==> config.mk <==
export PLATFORM = sky130hd
export DESIGN_NAME = alu_cmd_sequencer_flat
export DESIGN_NICKNAME = d
export VERILOG_FILES = /design/src/rtl/alu_cmd_sequencer_if.sv /design/src/rtl/alu_cmd_sequencer.sv /design/src/flat_wrapper.sv
export SDC_FILE = /design/constraint.sdc
export NUM_CORES = 1
export LEC_CHECK = 0
export BUFFER_PORTS_ARGS = -buffer_cell sky130_fd_sc_hd__buf_2
export CELL_PAD_IN_SITES_DETAIL_PLACEMENT = 0
export CELL_PAD_IN_SITES_GLOBAL_PLACEMENT = 1
export CORE_MARGIN = 2
export CORE_UTILIZATION = 45
export DETAILED_ROUTE_END_ITERATION = 12
export PLACE_DENSITY = 0.81
export RECOVER_POWER = 100
export SYNTH_ARGS = -nofsm -noshare
export SYNTH_HDL_FRONTEND = slang
export SYNTH_SLANG_ARGS = --single-unit
==> constraint.sdc <==
create_clock -name clk -period 3.63 [get_ports clk]
set_input_delay 0.726 -clock clk [delete_from_list [all_inputs] [get_ports clk]]
set_output_delay 0.726 -clock clk [all_outputs]
set_load 0.005 [all_outputs]
==> src/rtl/alu_cmd_sequencer_if.sv <==
// alu_cmd_sequencer_if: command-in and result-out valid/ready streams of the ALU sequencer
interface alu_cmd_sequencer_if #(parameter int NBITS = 32, parameter int TAGW = 4);
    logic             in_valid;
    logic             in_ready;
    logic [NBITS-1:0] in_a;
    logic [NBITS-1:0] in_b;
    logic [2:0]       in_op;
    logic [TAGW-1:0]  in_tag;
    logic             out_valid;
    logic             out_ready;
    logic [NBITS-1:0] out_result;
    logic             out_carry;
    logic             out_ovf;
    logic             out_zero;
    logic [TAGW-1:0]  out_tag;
    modport master (
        output in_valid, in_a, in_b, in_op, in_tag, out_ready,
        input  in_ready, out_valid, out_result, out_carry, out_ovf, out_zero, out_tag
    );
    modport slave (
        input  in_valid, in_a, in_b, in_op, in_tag, out_ready,
        output in_ready, out_valid, out_result, out_carry, out_ovf, out_zero, out_tag
    );
endinterface

==> src/rtl/alu_cmd_sequencer.sv <==
// alu_cmd_sequencer: FIFO-buffered command front-end that issues ALU ops and returns tagged results
module alu_cmd_sequencer #(
    parameter int NBITS = 32,
    parameter int DEPTH = 4,
    parameter int TAGW  = 4
) (
    input  logic                 clk,
    input  logic                 reset,
    alu_cmd_sequencer_if.slave   cmd,
    output logic [NBITS-1:0]     alu_a,
    output logic [NBITS-1:0]     alu_b,
    output logic [2:0]           alu_op,
    input  logic [NBITS-1:0]     alu_result,
    input  logic                 alu_carryout,
    input  logic                 alu_overflow,
    output logic [15:0]          ops_done,
    output logic                 sticky_ovf,
    input  logic                 clr_sticky
);
    localparam int AW = $clog2(DEPTH);
    localparam int EW = 2 * NBITS + 3 + TAGW;

    typedef enum logic [1:0] {IDLE, ISSUE, CAPTURE, HOLD} state_t;

    state_t           state_q, state_d;
    logic [AW-1:0]    wr_q, wr_d, rd_q, rd_d;
    logic [AW:0]      cnt_q, cnt_d;
    logic [EW-1:0]    mem_q [DEPTH];
    logic [NBITS-1:0] a_q, a_d, b_q, b_d, res_q, res_d;
    logic [2:0]       op_q, op_d;
    logic [TAGW-1:0]  tag_q, tag_d, otag_q, otag_d;
    logic             carry_q, carry_d, ovf_q, ovf_d, zero_q, zero_d, sticky_q, sticky_d;
    logic [15:0]      ops_done_q, ops_done_d;
    logic             push, pop, hs, empty, in_ready;
    logic [EW-1:0]    head;

    always_comb begin
        in_ready   = cnt_q != (AW + 1)'(DEPTH);
        empty      = cnt_q == '0;
        push       = cmd.in_valid && in_ready;
        hs         = state_q == HOLD && cmd.out_ready;
        pop        = !empty && (state_q == IDLE || hs);
        head       = mem_q[rd_q];
        wr_d       = push ? wr_q + AW'(1) : wr_q;
        rd_d       = pop ? rd_q + AW'(1) : rd_q;
        cnt_d      = cnt_q + (AW + 1)'(push) - (AW + 1)'(pop);
        state_d    = state_q == IDLE    ? (pop ? ISSUE : IDLE) :
                     state_q == ISSUE   ? CAPTURE :
                     state_q == CAPTURE ? HOLD :
                     hs                 ? (pop ? ISSUE : IDLE) : HOLD;
        {a_d, b_d, op_d, tag_d} = pop ? head : {a_q, b_q, op_q, tag_q};
        // ALU result is sampled only at the end of CAPTURE; held otherwise
        res_d      = state_q == CAPTURE ? alu_result : res_q;
        carry_d    = state_q == CAPTURE ? alu_carryout : carry_q;
        ovf_d      = state_q == CAPTURE ? alu_overflow : ovf_q;
        zero_d     = state_q == CAPTURE ? alu_result == '0 : zero_q;
        otag_d     = state_q == CAPTURE ? tag_q : otag_q;
        sticky_d   = (state_q == CAPTURE && alu_overflow) || (sticky_q && !clr_sticky);
        ops_done_d = ops_done_q + 16'(hs);
    end

    always_ff @(posedge clk) begin
        if (push) mem_q[wr_q] <= {cmd.in_a, cmd.in_b, cmd.in_op, cmd.in_tag};
    end

    always_ff @(posedge clk or negedge reset) begin
        if (!reset) begin
            state_q    <= IDLE;
            wr_q       <= '0;
            rd_q       <= '0;
            cnt_q      <= '0;
            a_q        <= '0;
            b_q        <= '0;
            op_q       <= '0;
            tag_q      <= '0;
            res_q      <= '0;
            carry_q    <= 1'b0;
            ovf_q      <= 1'b0;
            zero_q     <= 1'b0;
            otag_q     <= '0;
            sticky_q   <= 1'b0;
            ops_done_q <= '0;
        end else begin
            state_q    <= state_d;
            wr_q       <= wr_d;
            rd_q       <= rd_d;
            cnt_q      <= cnt_d;
            a_q        <= a_d;
            b_q        <= b_d;
            op_q       <= op_d;
            tag_q      <= tag_d;
            res_q      <= res_d;
            carry_q    <= carry_d;
            ovf_q      <= ovf_d;
            zero_q     <= zero_d;
            otag_q     <= otag_d;
            sticky_q   <= sticky_d;
            ops_done_q <= ops_done_d;
        end
    end

    assign cmd.in_ready   = in_ready;
    assign cmd.out_valid  = state_q == HOLD;
    assign cmd.out_result = res_q;
    assign cmd.out_carry  = carry_q;
    assign cmd.out_ovf    = ovf_q;
    assign cmd.out_zero   = zero_q;
    assign cmd.out_tag    = otag_q;
    assign alu_a          = a_q;
    assign alu_b          = b_q;
    assign alu_op         = op_q;
    assign ops_done       = ops_done_q;
    assign sticky_ovf     = sticky_q;
endmodule

==> src/flat_wrapper.sv <==
// flat-port wrapper written by rule: the top's interface ports become plain ports
module alu_cmd_sequencer_flat 
#(
    parameter int NBITS = 32,
    parameter int DEPTH = 4,
    parameter int TAGW  = 4
)
  (clk, reset, alu_a, alu_b, alu_op, alu_result, alu_carryout, alu_overflow, ops_done, sticky_ovf, clr_sticky, cmd_in_valid, cmd_in_a, cmd_in_b, cmd_in_op, cmd_in_tag, cmd_out_ready, cmd_in_ready, cmd_out_valid, cmd_out_result, cmd_out_carry, cmd_out_ovf, cmd_out_zero, cmd_out_tag);
  alu_cmd_sequencer_if #(.NBITS(NBITS), .TAGW(TAGW)) cmd_i ();
  input  logic clk;
  input  logic reset;
  output logic [NBITS-1:0] alu_a;
  output logic [NBITS-1:0] alu_b;
  output logic [2:0] alu_op;
  input  logic [NBITS-1:0] alu_result;
  input  logic alu_carryout;
  input  logic alu_overflow;
  output logic [15:0] ops_done;
  output logic sticky_ovf;
  input  logic clr_sticky;
  input wire logic [$bits(cmd_i.in_valid)-1:0] cmd_in_valid;
  input wire logic [$bits(cmd_i.in_a)-1:0] cmd_in_a;
  input wire logic [$bits(cmd_i.in_b)-1:0] cmd_in_b;
  input wire logic [$bits(cmd_i.in_op)-1:0] cmd_in_op;
  input wire logic [$bits(cmd_i.in_tag)-1:0] cmd_in_tag;
  input wire logic [$bits(cmd_i.out_ready)-1:0] cmd_out_ready;
  output wire logic [$bits(cmd_i.in_ready)-1:0] cmd_in_ready;
  output wire logic [$bits(cmd_i.out_valid)-1:0] cmd_out_valid;
  output wire logic [$bits(cmd_i.out_result)-1:0] cmd_out_result;
  output wire logic [$bits(cmd_i.out_carry)-1:0] cmd_out_carry;
  output wire logic [$bits(cmd_i.out_ovf)-1:0] cmd_out_ovf;
  output wire logic [$bits(cmd_i.out_zero)-1:0] cmd_out_zero;
  output wire logic [$bits(cmd_i.out_tag)-1:0] cmd_out_tag;
  assign cmd_i.in_valid = cmd_in_valid;
  assign cmd_i.in_a = cmd_in_a;
  assign cmd_i.in_b = cmd_in_b;
  assign cmd_i.in_op = cmd_in_op;
  assign cmd_i.in_tag = cmd_in_tag;
  assign cmd_i.out_ready = cmd_out_ready;
  assign cmd_in_ready = cmd_i.in_ready;
  assign cmd_out_valid = cmd_i.out_valid;
  assign cmd_out_result = cmd_i.out_result;
  assign cmd_out_carry = cmd_i.out_carry;
  assign cmd_out_ovf = cmd_i.out_ovf;
  assign cmd_out_zero = cmd_i.out_zero;
  assign cmd_out_tag = cmd_i.out_tag;
  alu_cmd_sequencer #(.NBITS(NBITS), .DEPTH(DEPTH), .TAGW(TAGW)) u_core (.clk(clk), .reset(reset), .cmd(cmd_i), .alu_a(alu_a), .alu_b(alu_b), .alu_op(alu_op), .alu_result(alu_result), .alu_carryout(alu_carryout), .alu_overflow(alu_overflow), .ops_done(ops_done), .sticky_ovf(sticky_ovf), .clr_sticky(clr_sticky));
endmodule
==> impl_metrics.csv <==
group,metric,value,unit
worst_setup_path,arrival,2.93,ns
finish,nets,1098,
yosys,netlist_instances,715,
worst_setup_path,start_kind,"flop",
placed_design,dp_hpwl,18.6,mm
clock_tree,root_buffer,"clkbuf_16",
route,dr.pass1.iters,4,
finish,drive_above_1_share,28.0,%
worst_setup_path,path_max_fanout,41,
yosys,ys_seq_area_share,75.0,%
route,wl_per_cell,20.9,µm
clock_tree,postCtsHoldBufs,0,
die,rows,68,
route,route.detailed.drc,0,
timing,hold_viol,0,
timing,final.setup.tns,0,ns
die,die_area,0.0369,mm²
grt,antenna_found_initial,2,
grt,grt_max_degree,75,
yosys,ys_ff_latch,420,
route,routed_wl,30.7,mm
run_status,violations,"capacitance limit, slew limit",
route,ant_nets,0,
clock_tree,insertion_delay,0.54,ns
timing,period_needed,2.79,ns
timing,fmax,359,MHz
route,vias,7587,
worst_setup_path,endpoint_kind,"flop",
clock_tree,cts_buffer_depth,3,
timing,relSlewSlack,-36.4,%
grt,grt_overflow,0,
yosys,synth_nets,834,
clock_tree,cts_num_sinks,420,
yosys,syn_area,0.0159,mm²
yosys,synthDistinctLibCells,36,
die,core-area,0.0347,mm²
worst_setup_path,path_class,"reg2reg",
run,max-cap-violations,2,
route,wl_met3,2.27,mm
route,dr.max_layer_used,"met5",
finish,fillCellCount,2813,
route,vias_per_cell,5.16,
clock_tree,cts_buffers,44,
timing,clock-skew-final,0.0132,ns
run_status,status,"finished, violations left",
grt,grt_pass1_wl,46.0,mm
power_and_ir_drop,p_leak,6.70,nW
power_and_ir_drop,power.density,861,mW/mm²
clock_tree,cts_tree,"yes",
grt,grt_usage,16.7,%
worst_setup_path,worstReg2RegEnd,"u_core.mem_q[1][32]",
timing,holdWs,0.392,ns
worst_setup_path,r2r_setup_slack,0.84,ns
timing,finalCritPeriodShare,76.8,%
finish,syn_to_final_growth,17.2,%
route,drt-initial-drc-count,342,
power_and_ir_drop,peakVddDrop,551,µV
yosys,synth.avg_cell_area,22.3,µm²
worst_setup_path,r2r_start,"u_core.cnt_q[1]",
timing,finalSetupViolations,0,
die,die_w,192,µm
die,initial_core_util,45.9,%
placed_design,place_congestion,0.757,
clock_tree,h-tree-depth,2,
yosys,synth_warnings,0,
route,wl_met1,12.6,mm
worst_setup_path,crit_path_end,"u_core.mem_q[1][32]",
die,die_h,192,µm
clock_tree,worst_setup_hold_path_clk_slew,0.06,ns
min_path,hold_class,"in2reg",
timing,tightest_slew,2.05,ns
grt,grt_pass1_vias,8036,
clock_tree,postCtsSetupRepairBufs,0,
route,dr_wl_met2,15.1,mm
timing,rsz0062_at_grt,"no",
clock_tree,post_cts_resized,0,
timing,slew_violations,116,
die,ios,235,
worst_setup_path,required,3.77,ns
worst_setup_path,rr_worst_depth,4,
placed_design,io_buffers,234,
worst_setup_path,crit_start,"u_core.cnt_q[1]",
-- layout by cell type (no fill, tap or decap), types with 4 or more instances in the layout --
master and count:
inv_1 8, clkinv_2 5, clkinv_1 8, xnor2_1 15, clkinvlp_4 4, mux2_1 66
dfrtp_1 134, and3_4 4, buf_2 81, clkbuf_2 4, mux4_2 71, mux2_2 42
buf_12 5, bufinv_16 6, nand3_1 9, clkbuf_8 6, clkbuf_1 156, nor4_1 8
clkbuf_16 46, nand2_1 7, nand4_1 5, ha_1 8, edfxtp_1 284
-- synthesized netlist by cell type (all sizes together) --
master / count / area share, %
xnor2: 16 / 0.93
nand3b: 1 / 0.047
a31oi: 1 / 0.039
o31ai: 1 / 0.047
buf: 22 / 1.6
nor4: 8 / 0.31
ha: 8 / 0.63
clkbuf: 6 / 0.14
a21oi: 1 / 0.055
and4: 3 / 0.17
nand2: 7 / 0.18
nor3: 1 / 0.063
and2: 3 / 0.12
edfxtp: 284 / 54
nand3: 9 / 0.28
mux2: 109 / 9.3
nor2: 2 / 0.047
dfrtp: 136 / 21
inv: 8 / 0.19
fa: 1 / 0.13
and3: 6 / 0.24
nand4: 5 / 0.20
mux4: 71 / 10
xor2: 3 / 0.17
nand2b: 1 / 0.039
or2: 1 / 0.039
o21ai: 1 / 0.031
-- kinds of logic after synthesis --
| group | Yosys count | share of synthesized area (%) |
|---|---|---|
| DFF | 420 | 75.0 |
| muxes | 180 | 19.3 |
| and+or+nand+nor | 47 | 1.73 |
| buffers and inverters | 36 | 1.97 |
| xor gates and xnor gates | 19 | 1.09 |
| adders and majority gates | 9 | 0.755 |
| AOI/OAI and AO/OA | 4 | 0.173 |
-- sequential cells by signal, indices dropped and copies added (netlist names), 2 cells and up --
register,count
u_core.ops_done,16
u_core.cmd.out_tag,4
u_core.cnt_q,3
u_core.wr_q,2
u_core.alu_op,3
u_core.mem_q,284
u_core.alu_a,32
u_core.alu_b,32
u_core.rd_q,2
u_core.state_q,2
u_core.tag_q,4
u_core.cmd.out_result,32
-- how the worst min path moves through the flow --
| stage | start | endpoint | slack, ns | depth (start not counted) |
|---|---|---|---|---|
| final | clr_sticky | u_core.sticky_ovf | 0.39 | 2 |
| after global routing | cmd_out_ready | u_core.state_q[0] | 0.39 | 2 |
| after CTS | reset | u_core.ops_done[14] | 0.24 | 1 |
| after detailed placement | u_core.cmd.out_ovf | u_core.cmd.out_ovf | 0.47 | 2 |
| after global placement | u_core.cmd.out_zero | u_core.cmd.out_zero | 0.46 | 2 |
| after floorplan | reset | u_core.alu_a[0] | 0.43 | 0 |
-- where the power goes --
part / switching (W) / total (W) / internal [W] / leakage, nW
Sequential: 0.000755 / 0.00735 / 0.00660 / 4.22
Combinational: 0.00194 / 0.00406 / 0.00212 / 1.73
Clock: 0.00178 / 0.00464 / 0.00286 / 0.744
-- critical path, stage by stage (launching register included) --
cell and delay (ns):
dfrtp_1 0.39, inv_1 0.09, nand3_1 0.26, and3_4 0.58, clkbuf_2 1.05
-- cell type report --
cell class | count | area [µm²] | area share [%]
Antenna cell | 1 | 2.50 | 0.0134
Clock buffer | 57 | 1250 | 6.71
Clock inverter | 25 | 290 | 1.56
Inverter | 8 | 30.0 | 0.161
Multi-Input combinational cell | 259 | 3450 | 18.5
Sequential cell | 420 | 11900 | 64.0
Tap cell | 455 | 569 | 3.05
Timing Repair Buffer | 246 | 1120 | 6.02
-- stage by stage --
stage | instance area (µm²) | power [W] | utilization, % | setup WS [ns] | instances
after CTS | 19100 | 0.0171 | 55.2 | 1.26 | 1470
after floorplan | 15900 | 0.0108 | - | 0.755 | 715
after detailed placement | 17600 | 0.0124 | 50.7 | 1.35 | 1388
after global routing | 18700 | 0.0169 | 53.7 | 0.623 | 1470
final | 18700 | 0.0161 | 53.7 | 0.842 | 1471
after global placement | 17600 | 0.0122 | 50.7 | 1.36 | 1388
-- layer usage --
layer / global-route usage (%) / vias up
met5: 0 / -
met4: 4.67 / 2
met3: 4.51 / 57
met2: 29.6 / 249
met1: 20.0 / 3897
li1: - / 3382
No activity file was read; power rests on OpenSTA's default activity.
